<file path="src/rtl/rf_mbist_march_ctrl_if.sv">
`default_nettype none
// ============================================================================
// Module  : rf_mbist_march_ctrl_if
// Brief   : Register-file test port bundle: one write port and two read ports.
// Revision: 1.0
// ============================================================================
interface rf_mbist_march_ctrl_if #(
  parameter int ADDR_WIDTH = 4,
  parameter int DATA_WIDTH = 8
);
  logic [DATA_WIDTH-1:0] mem_data_in;
  logic [ADDR_WIDTH-1:0] mem_wr_addr;
  logic [ADDR_WIDTH-1:0] mem_rd_addr0;
  logic [ADDR_WIDTH-1:0] mem_rd_addr1;
  logic                  mem_wr_en;
  logic                  mem_rd_en0;
  logic                  mem_rd_en1;
  logic [DATA_WIDTH-1:0] mem_data_out0;
  logic [DATA_WIDTH-1:0] mem_data_out1;
  logic                  mem_valid;

  modport master (
    output mem_data_in, mem_wr_addr, mem_rd_addr0, mem_rd_addr1,
    output mem_wr_en, mem_rd_en0, mem_rd_en1,
    input  mem_data_out0, mem_data_out1, mem_valid
  );

  modport slave (
    input  mem_data_in, mem_wr_addr, mem_rd_addr0, mem_rd_addr1,
    input  mem_wr_en, mem_rd_en0, mem_rd_en1,
    output mem_data_out0, mem_data_out1, mem_valid
  );
endinterface
`default_nettype wire

</file>
<file path="src/rtl/rf_mbist_march_ctrl.sv">
`default_nettype none
// ============================================================================
// Module  : rf_mbist_march_ctrl
// Brief   : March C- BIST controller for a dual-read-port register file.
// Revision: 1.0
// ============================================================================
module rf_mbist_march_ctrl #(
  parameter int ADDR_WIDTH = 4,
  parameter int DATA_WIDTH = 8,
  parameter int NUM_WORDS  = 16
) (
  input  logic                  clock,
  input  logic                  reset,
  input  logic                  start,
  output logic                  busy,
  output logic                  done,
  output logic                  fail,
  output logic [ADDR_WIDTH-1:0] fail_addr,
  output logic [2:0]            fail_element,
  output logic [1:0]            fail_port,
  rf_mbist_march_ctrl_if.master mem
);

  typedef enum logic [1:0] {
    ST_IDLE  = 2'd0,
    ST_MARCH = 2'd1,
    ST_DRAIN = 2'd2,
    ST_DONE  = 2'd3
  } state_t;

  localparam logic [ADDR_WIDTH-1:0] LAST_ADDR = ADDR_WIDTH'(NUM_WORDS - 1);
  localparam logic [DATA_WIDTH-1:0] BG_ZERO   = '0;
  localparam logic [DATA_WIDTH-1:0] BG_ONE    = '1;

  state_t                state_q, state_d;
  logic [2:0]            elem_q, elem_d;
  logic [ADDR_WIDTH-1:0] addr_q, addr_d;
  logic                  phase_q, phase_d;
  logic                  cmp_vld_q, cmp_vld_d;
  logic [DATA_WIDTH-1:0] cmp_exp_q, cmp_exp_d;
  logic [ADDR_WIDTH-1:0] cmp_addr_q, cmp_addr_d;
  logic [2:0]            cmp_elem_q, cmp_elem_d;
  logic                  fail_q, fail_d;
  logic [ADDR_WIDTH-1:0] fail_addr_q, fail_addr_d;
  logic [2:0]            fail_elem_q, fail_elem_d;
  logic [1:0]            fail_port_q, fail_port_d;

  logic                  has_rd, has_wr, descending;
  logic                  rd_cycle, wr_cycle, addr_done, addr_last;
  logic [DATA_WIDTH-1:0] rd_bg, wr_bg;
  logic                  mm0, mm1;
  logic                  wr_en, rd_en;
  logic [ADDR_WIDTH-1:0] wr_addr, rd_addr;
  logic [DATA_WIDTH-1:0] wr_data;

  // Element decode: M0 is write-only, M5 read-only, M1..M4 read-then-write.
  always_comb begin
    has_rd     = (elem_q != 3'd0);
    has_wr     = (elem_q != 3'd5);
    descending = (elem_q >= 3'd3);
    rd_bg      = ((elem_q == 3'd2) || (elem_q == 3'd4)) ? BG_ONE : BG_ZERO;
    wr_bg      = ((elem_q == 3'd1) || (elem_q == 3'd3)) ? BG_ONE : BG_ZERO;
    rd_cycle   = has_rd && !phase_q;
    wr_cycle   = has_wr && (!has_rd || phase_q);
    addr_done  = wr_cycle || !has_wr;
    addr_last  = descending ? (addr_q == '0) : (addr_q == LAST_ADDR);
  end

  always_comb begin
    state_d     = state_q;
    elem_d      = elem_q;
    addr_d      = addr_q;
    phase_d     = phase_q;
    cmp_vld_d   = 1'b0;
    cmp_exp_d   = cmp_exp_q;
    cmp_addr_d  = cmp_addr_q;
    cmp_elem_d  = cmp_elem_q;
    fail_d      = fail_q;
    fail_addr_d = fail_addr_q;
    fail_elem_d = fail_elem_q;
    fail_port_d = fail_port_q;
    mm0         = 1'b0;
    mm1         = 1'b0;
    wr_en       = 1'b0;
    rd_en       = 1'b0;
    wr_addr     = '0;
    rd_addr     = '0;
    wr_data     = '0;

    // A missing mem_valid is treated as a miscompare on both ports.
    if (cmp_vld_q) begin
      mm0 = !mem.mem_valid || (mem.mem_data_out0 != cmp_exp_q);
      mm1 = !mem.mem_valid || (mem.mem_data_out1 != cmp_exp_q);
      if (mm0 || mm1) begin
        fail_d = 1'b1;
        if (!fail_q) begin
          fail_addr_d = cmp_addr_q;
          fail_elem_d = cmp_elem_q;
          fail_port_d = {mm1, mm0};
        end
      end
    end

    case (state_q)
      ST_IDLE, ST_DONE: begin
        if (start) begin
          state_d     = ST_MARCH;
          elem_d      = 3'd0;
          addr_d      = '0;
          phase_d     = 1'b0;
          fail_d      = 1'b0;
          fail_addr_d = '0;
          fail_elem_d = 3'd0;
          fail_port_d = 2'b00;
        end
      end
      ST_MARCH: begin
        rd_en      = rd_cycle;
        rd_addr    = rd_cycle ? addr_q : '0;
        wr_en      = wr_cycle;
        wr_addr    = wr_cycle ? addr_q : '0;
        wr_data    = wr_cycle ? wr_bg : '0;
        cmp_vld_d  = rd_cycle;
        cmp_exp_d  = rd_bg;
        cmp_addr_d = addr_q;
        cmp_elem_d = elem_q;
        if (has_rd && has_wr) begin
          phase_d = ~phase_q;
        end
        if (addr_done) begin
          if (addr_last) begin
            phase_d = 1'b0;
            if (elem_q == 3'd5) begin
              state_d = ST_DRAIN;
            end else begin
              elem_d = elem_q + 3'd1;
              addr_d = (elem_q >= 3'd2) ? LAST_ADDR : '0;
            end
          end else begin
            addr_d = descending ? (addr_q - 1'b1) : (addr_q + 1'b1);
          end
        end
      end
      ST_DRAIN: begin
        state_d = ST_DONE;
      end
      default: begin
        state_d = ST_IDLE;
      end
    endcase
  end

  always_ff @(posedge clock or negedge reset) begin
    if (!reset) begin
      state_q     <= ST_IDLE;
      elem_q      <= 3'd0;
      addr_q      <= '0;
      phase_q     <= 1'b0;
      cmp_vld_q   <= 1'b0;
      cmp_exp_q   <= '0;
      cmp_addr_q  <= '0;
      cmp_elem_q  <= 3'd0;
      fail_q      <= 1'b0;
      fail_addr_q <= '0;
      fail_elem_q <= 3'd0;
      fail_port_q <= 2'b00;
    end else begin
      state_q     <= state_d;
      elem_q      <= elem_d;
      addr_q      <= addr_d;
      phase_q     <= phase_d;
      cmp_vld_q   <= cmp_vld_d;
      cmp_exp_q   <= cmp_exp_d;
      cmp_addr_q  <= cmp_addr_d;
      cmp_elem_q  <= cmp_elem_d;
      fail_q      <= fail_d;
      fail_addr_q <= fail_addr_d;
      fail_elem_q <= fail_elem_d;
      fail_port_q <= fail_port_d;
    end
  end

  assign busy         = (state_q == ST_MARCH) || (state_q == ST_DRAIN);
  assign done         = (state_q == ST_DONE);
  assign fail         = fail_q;
  assign fail_addr    = fail_addr_q;
  assign fail_element = fail_elem_q;
  assign fail_port    = fail_port_q;

  assign mem.mem_data_in  = wr_data;
  assign mem.mem_wr_addr  = wr_addr;
  assign mem.mem_wr_en    = wr_en;
  assign mem.mem_rd_addr0 = rd_addr;
  assign mem.mem_rd_addr1 = rd_addr;
  assign mem.mem_rd_en0   = rd_en;
  assign mem.mem_rd_en1   = rd_en;

endmodule
`default_nettype wire

</file>
<file path="src/flat_wrapper.sv">
// flat-port wrapper written by rule: the top's interface ports become plain ports
module rf_mbist_march_ctrl_flat 
#(
  parameter int ADDR_WIDTH = 4,
  parameter int DATA_WIDTH = 8,
  parameter int NUM_WORDS  = 16
)
  (clock, reset, start, busy, done, fail, fail_addr, fail_element, fail_port, mem_mem_data_in, mem_mem_wr_addr, mem_mem_rd_addr0, mem_mem_rd_addr1, mem_mem_wr_en, mem_mem_rd_en0, mem_mem_rd_en1, mem_mem_data_out0, mem_mem_data_out1, mem_mem_valid);
  rf_mbist_march_ctrl_if #(.ADDR_WIDTH(ADDR_WIDTH), .DATA_WIDTH(DATA_WIDTH)) mem_i ();
  input  logic clock;
  input  logic reset;
  input  logic start;
  output logic busy;
  output logic done;
  output logic fail;
  output logic [ADDR_WIDTH-1:0] fail_addr;
  output logic [2:0] fail_element;
  output logic [1:0] fail_port;
  output wire logic [$bits(mem_i.mem_data_in)-1:0] mem_mem_data_in;
  output wire logic [$bits(mem_i.mem_wr_addr)-1:0] mem_mem_wr_addr;
  output wire logic [$bits(mem_i.mem_rd_addr0)-1:0] mem_mem_rd_addr0;
  output wire logic [$bits(mem_i.mem_rd_addr1)-1:0] mem_mem_rd_addr1;
  output wire logic [$bits(mem_i.mem_wr_en)-1:0] mem_mem_wr_en;
  output wire logic [$bits(mem_i.mem_rd_en0)-1:0] mem_mem_rd_en0;
  output wire logic [$bits(mem_i.mem_rd_en1)-1:0] mem_mem_rd_en1;
  input wire logic [$bits(mem_i.mem_data_out0)-1:0] mem_mem_data_out0;
  input wire logic [$bits(mem_i.mem_data_out1)-1:0] mem_mem_data_out1;
  input wire logic [$bits(mem_i.mem_valid)-1:0] mem_mem_valid;
  assign mem_mem_data_in = mem_i.mem_data_in;
  assign mem_mem_wr_addr = mem_i.mem_wr_addr;
  assign mem_mem_rd_addr0 = mem_i.mem_rd_addr0;
  assign mem_mem_rd_addr1 = mem_i.mem_rd_addr1;
  assign mem_mem_wr_en = mem_i.mem_wr_en;
  assign mem_mem_rd_en0 = mem_i.mem_rd_en0;
  assign mem_mem_rd_en1 = mem_i.mem_rd_en1;
  assign mem_i.mem_data_out0 = mem_mem_data_out0;
  assign mem_i.mem_data_out1 = mem_mem_data_out1;
  assign mem_i.mem_valid = mem_mem_valid;
  rf_mbist_march_ctrl #(.ADDR_WIDTH(ADDR_WIDTH), .DATA_WIDTH(DATA_WIDTH), .NUM_WORDS(NUM_WORDS)) u_core (.clock(clock), .reset(reset), .start(start), .busy(busy), .done(done), .fail(fail), .fail_addr(fail_addr), .fail_element(fail_element), .fail_port(fail_port), .mem(mem_i));
endmodule
</file>
<file path="config.mk">
export PLATFORM = sky130hd
export DESIGN_NAME = rf_mbist_march_ctrl_flat
export DESIGN_NICKNAME = d
export VERILOG_FILES = /design/src/rtl/rf_mbist_march_ctrl_if.sv /design/src/rtl/rf_mbist_march_ctrl.sv /design/src/flat_wrapper.sv
export SDC_FILE = /design/constraint.sdc
export NUM_CORES = 1
export LEC_CHECK = 0
export CORE_UTILIZATION = 30
export CTS_BUF_LIST = sky130_fd_sc_hd__clkbuf_4 sky130_fd_sc_hd__clkbuf_8
export DETAILED_ROUTE_END_ITERATION = 8
export GPL_TIMING_DRIVEN = 1
export MAX_ROUTING_LAYER = met4
export PLACE_DENSITY_LB_ADDON = 0.08
export SYNTH_ARGS = -nofsm -noshare
export SYNTH_HDL_FRONTEND = slang
export SYNTH_SLANG_ARGS = --single-unit
</file>
<file path="constraint.sdc">
create_clock -name clock -period 5.22 [get_ports clock]
set_input_delay 1.566 -clock clock [delete_from_list [all_inputs] [get_ports clock]]
set_output_delay 1.566 -clock clock [all_outputs]
set_load 0.05 [all_outputs]
</file>
; ---- Word-level counts from Yosys, hierarchy flattened
; Index checks and enable logic that the tools add are counted.
[totals]
reg_bits = 36
in_bits = 20
out_inout_bits = 35
[op_classes]
addsub = 3
magnitude_cmp = 2
eq_ne = 18
mux = 52
bitwise_logic = 1
n_reduce_logical = 24
[op_table]
columns = operator, count
row1 = $mux 4, 15
row2 = $mux 8, 4
row3 = $mux 3, 9
row4 = $mux 2, 9
row5 = $ne 8x8->1, 2
row6 = $mux 1, 11
row7 = $logic_or 1x1->1, 8
row8 = $pmux 4 s2, 1
row9 = $reduce_and 4->1, 2
row10 = $eq 3x2->1 const B, 2
row11 = $eq 3x3->1 const B, 2
row12 = $ge 3x2->1 const B, 2
row13 = $ne 2x1->1 const B, 3
row14 = $ne 3x3->1 const B, 2
row15 = $pmux 2 s3, 1
row16 = $pmux 3 s2, 1
row17 = $reduce_and 5->1, 1
row18 = $add 4x1->4 const B, 1
row19 = $eq 2x2->1 const B, 2
row20 = $eq 4x4->1 const B, 1
row21 = $logic_not 1->1, 4
row22 = $logic_not 4->1, 1
row23 = $ne 2x2->1 const B, 2
row24 = $sub 4x1->4 const B, 1
row25 = other kinds (11), 13

; ---- Longest topological paths before layout
[logic_depth]
ltp_word = 7
depth_mapped = 11

; ---- Worst setup path before layout
; Ideal clock, no wire load.
[synth_path]
kind = register to output
startpoint = reg u_core.elem_q[0]
endpoint = out mem_mem_data_in[1]
arrival_time_ns = 2.743
slack_ns = 0.911
stages_incl_launch_ff = 8
path_buffers = 1
cell_sequence = dfrtp_1 > inv_1 > ha_1 > nor2b_1 > a21oi_1 > nor2_1 > o21a_1 > buf_4
[synth_via]
elab_chain_cells = 6
word_cells_on_any_way = 11
[synth_rtl]
columns = item, line_no
row1 = start: declaration, rf_mbist_march_ctrl.sv:36  ; logic [2:0] elem_q, elem_d;
row2 = start signal: assignment, rf_mbist_march_ctrl.sv:169  ; elem_q <= elem_d;
row3 = $reduce_bool 3->1, rf_mbist_march_ctrl.sv:58  ; has_rd = (elem_q != 3'd0);
row4 = $logic_not 1->1, rf_mbist_march_ctrl.sv:64  ; wr_cycle = has_wr && (!has_rd || phase_q);
row5 = $logic_or 1x1->1, rf_mbist_march_ctrl.sv:64
row6 = $logic_and 1x1->1, rf_mbist_march_ctrl.sv:64
row7 = $mux 8 (*), rf_mbist_march_ctrl.sv:122  ; wr_data = wr_cycle ? wr_bg : '0;
row8 = $mux 8 (*), rf_mbist_march_ctrl.sv:104  ; case (state_q)
row9 = end: declaration, flat_wrapper.sv:19  ; output wire logic [$bits(mem_i.mem_data_in)-1:0] mem_mem_data_in;
; Mark *: on every way between the ends. The rest lies on a longest branch, timed or not.

; ---- Worst setup path in the final report
[layout_path]
startpoint = reg u_core.elem_q[0]
endpoint = out mem_mem_data_in[5]
; The elaborated chain is that of the path after synthesis.

==> impl_metrics.tcl <==
set metrics [dict create \
    ios 55 \
    synthTopCellsByArea "dfrtp_1 (39%), ha_1 (6.7%), buf_4 (4.8%)" \
    grtUsageTotal_pct 15.6 \
    wl_met1_mm 2.10 \
    cts.sinks 29 \
    place.port_buffers 54 \
    max_stage_delay_ns 0.85 \
    synth_top_area_share_pct 39.0 \
    grt_pass1_vias 1568 \
    slew-limit-headroom_pct 36.2 \
    ys_ff_latch 29 \
    cts_hold_buf 0 \
    dieArea_sq_mm 0.00652 \
    cts_root_buf "clkbuf_8" \
    fmax_mhz 227 \
    synth_edf_count 0 \
    cp-start-kind "flop" \
    wl_met2_mm 1.95 \
    numCtsBuffers 5 \
    status "finished, final reports clean" \
    die-height_um 80.8 \
    dpl_cell_area_sq_mm 0.00239 \
    ys_async_sr_fraction_pct 100 \
    p_leak_nw 1.02 \
    cp.buffers_inverters 2 \
    power_density_mw_per_mm2 492 \
    post-place-ws_ns 1.13 \
    p_sw_share_pct 45.2 \
    period_share_pct 84.5 \
    power_frac_seq_pct 27.1 \
    setup_ws_ns 0.812 \
    tritoncts "yes" \
    drv_slew 0 \
    wl_per_cell_um 14.0 \
    syn-num-nets 226 \
    num_vias 1565 \
    timing.rr.start "u_core.elem_q[2]" \
    grt_pass1_wl_mm 7.45 \
    diodes 0 \
    die_w_um 80.8 \
    combPwrFrac_pct 53.4 \
    postRouteAntennaNets 0 \
    design_power_total_w 0.00123 \
    ys_warn_count 0 \
    cts.repair.resized 0 \
    yosysSeqAreaShare_pct 39.0 \
    clockBufferDepth 2 \
    crit_fanout 8 \
    drv_cap 0 \
    crit_family "buffers and inverters" \
    fin_skew_ns 0.00600 \
    slowest_stage "clkdlybuf4s50_1" \
    post_cts_buffers 0 \
    drt_pass1_iterations 4 \
    internal_power_w 0.000676 \
    worstPathRequired_ns 3.65 \
    crit_type "reg -> out" \
    postSynthCellCount 195 \
    areaGrowthSynthToFinish_pct 34.7 \
    drt-vias-per-instance 4.97 \
    core_area_sq_mm 0.00596 \
    cp_data_arrival_time_ns 2.84 \
    gr-total-overflow 0 \
    place_hpwl_mm 3.32 \
    first_iter_violations 33 \
    finalCriticalPeriod_ns 4.41 \
    htreeDepth 2 \
    rsz0062_at_grt "false" \
    drc_errors 0 \
    ys.flop_type "dfrtp_1" \
    clock_latency_ns 0.28 \
    drive_above_1_share_pct 11.7 \
    worstSetupEndpointType "output pin" \
    grt_max_degree 30 \
    final_hold_viol_count 0 \
    routabilityCongestion 0.805 \
    netlist_area_sq_mm 0.00186 \
    clkPwrFrac_pct 19.5 \
    fin_area_sq_mm 0.00251 \
    antenna_found_initial 0 \
    tightestPinTransition_ns 0.930 \
    finalSetupViolCount 0 \
    stdcell_count 315 \
    start_util_pct 31.3 \
    synth_top_area_cell "dfrtp_1" \
    place_inst 307 \
    rows 28 \
    avgSynthCellArea_sq_um 9.55 \
    vdd_drop_max_mv 0.253 \
    setup.worst_path.start "u_core.elem_q[0]" \
    p_switching_w 0.000557 \
    setup-tns-final_ns 0 \
    hold_class "reg -> reg" \
    reg2reg_slack_ns 2.11 \
    holdCritStartpoint "u_core.cmp_addr_q[3]" \
    top_layer "met4" \
    path_clk_slew_ns 0.07 \
    worstPathCellList "inv_1 -> ha_1 -> nor2b_1 -> a21oi_1 -> nor2_1 -> o21a_1 -> clkdlybuf4s50_1" \
    wl_met3_um 273 \
    finalNetCount 270 \
    synth_cell_types 44 \
    wl_mm 4.41 \
]
-- metal layers --
layer  vias to the layer above  GRT usage [%]
li1                        783              -
met1                       721           19.0
met2                        54           25.3
met3                         7           3.60
met4                         0           5.71
met5                         -              -
-- cell families after synthesis --
group,synth area share [%]
simple gates,18.3
fa+ha+maj,7.80
buf+inv,8.67
compound gates,18.8
flops,39.0
mux,6.45
xor+xnor,0.941
-- through the flow --
| stage | hold slack, ns | utilization (%) |
|---|---|---|
| final | 0.509 | 42.1 |
| after global routing | 0.520 | 42.1 |
| after detailed placement | 0.496 | 40.1 |
| after floorplan | 0.480 | - |
| after CTS | 0.510 | 42.1 |
| after global placement | 0.491 | 40.1 |
-- power groups by stage --
stage               Sequential [W]  Clock, W  Combinational, W
CTS                       0.000335  0.000248          0.000664
detailed placement        0.000340         0          0.000662
global placement          0.000338         0          0.000659
finish                    0.000334  0.000240          0.000659
global route              0.000343  0.000260          0.000725
floorplan                 0.000340         0          0.000477
-- layout by cell type, fill, tap and decap left out, types with 2 or more instances in the layout --
cell type        synthesis  final
nor4_1                   2      2
inv_1                   10     10
a31oi_1                  3      3
o2bb2ai_1                2      2
a21oi_1                 14     14
nor2_1                   7      7
nand3_1                 13     13
clkbuf_8                 0      6
nand2_1                  8      8
dfrtp_1                 29     29
mux2_2                   8      8
and2_1                   5      5
o21a_1                   2      2
a21o_1                   4      4
clkdlybuf4s50_1          0     54
xnor2_1                  2      2
buf_4                   12      2
mux2i_1                  3      3
nand2b_1                 4      4
o21ba_2                  2      2
nand4_1                  3      3
o21ai_0                 13     13
nor3_1                   9      9
o21ai_1                  2      2
ha_1                    10     10
or3_1                    3      3
nor2b_1                  2      2
-- cell usage after synthesis, types with 2 or more instances --
library cell,number
dfrtp_1,29
a21oi_1,14
nand3_1,13
o21ai_0,13
buf_4,12
ha_1,10
inv_1,10
nor3_1,9
mux2_2,8
nand2_1,8
nor2_1,7
and2_1,5
clkbuf_1,5
a21o_1,4
nand2b_1,4
a31oi_1,3
mux2i_1,3
nand4_1,3
or3_1,3
nor2b_1,2
nor4_1,2
o21a_1,2
o21ai_1,2
o21ba_2,2
o2bb2ai_1,2
xnor2_1,2
-- layout make-up --
| cell class | instances | area (sq um) |
|---|---|---|
| Fill cell | 601 | 3450 |
| Multi-Input combinational cell | 137 | 975 |
| Sequential cell | 29 | 726 |
| Timing Repair Buffer | 56 | 556 |
| Tap cell | 75 | 93.8 |
| Clock buffer | 6 | 82.6 |
| Clock inverter | 2 | 37.5 |
| Inverter | 10 | 37.5 |
-- registers in the layout, summed over array words and instances (netlist names) --
register and cells:
u_core.addr_q 4, u_core.cmp_addr_q 4, u_core.cmp_elem_q 3, u_core.cmp_exp_q 1, u_core.cmp_vld_q 1, u_core.elem_q 3, u_core.fail 1, u_core.fail_addr 4
u_core.fail_element 3, u_core.fail_port 2, u_core.phase_q 1, u_core.state_q 2
-- path summary, 6_finish.rpt --
| check | end | cells after the start |
|---|---|---|
| setup / recovery | mem_mem_data_in[5] | 7 |
| hold / removal | u_core.cmp_addr_q[3] | 1 |
| setup reg to reg | u_core.addr_q[0] | 7 |
| hold reg to reg | u_core.cmp_addr_q[3] | 1 |
| max in group asynchronous | u_core.fail | 2 |
| min in group asynchronous | u_core.fail_element[2] | 2 |
Power figures use the tool's default switching activity.
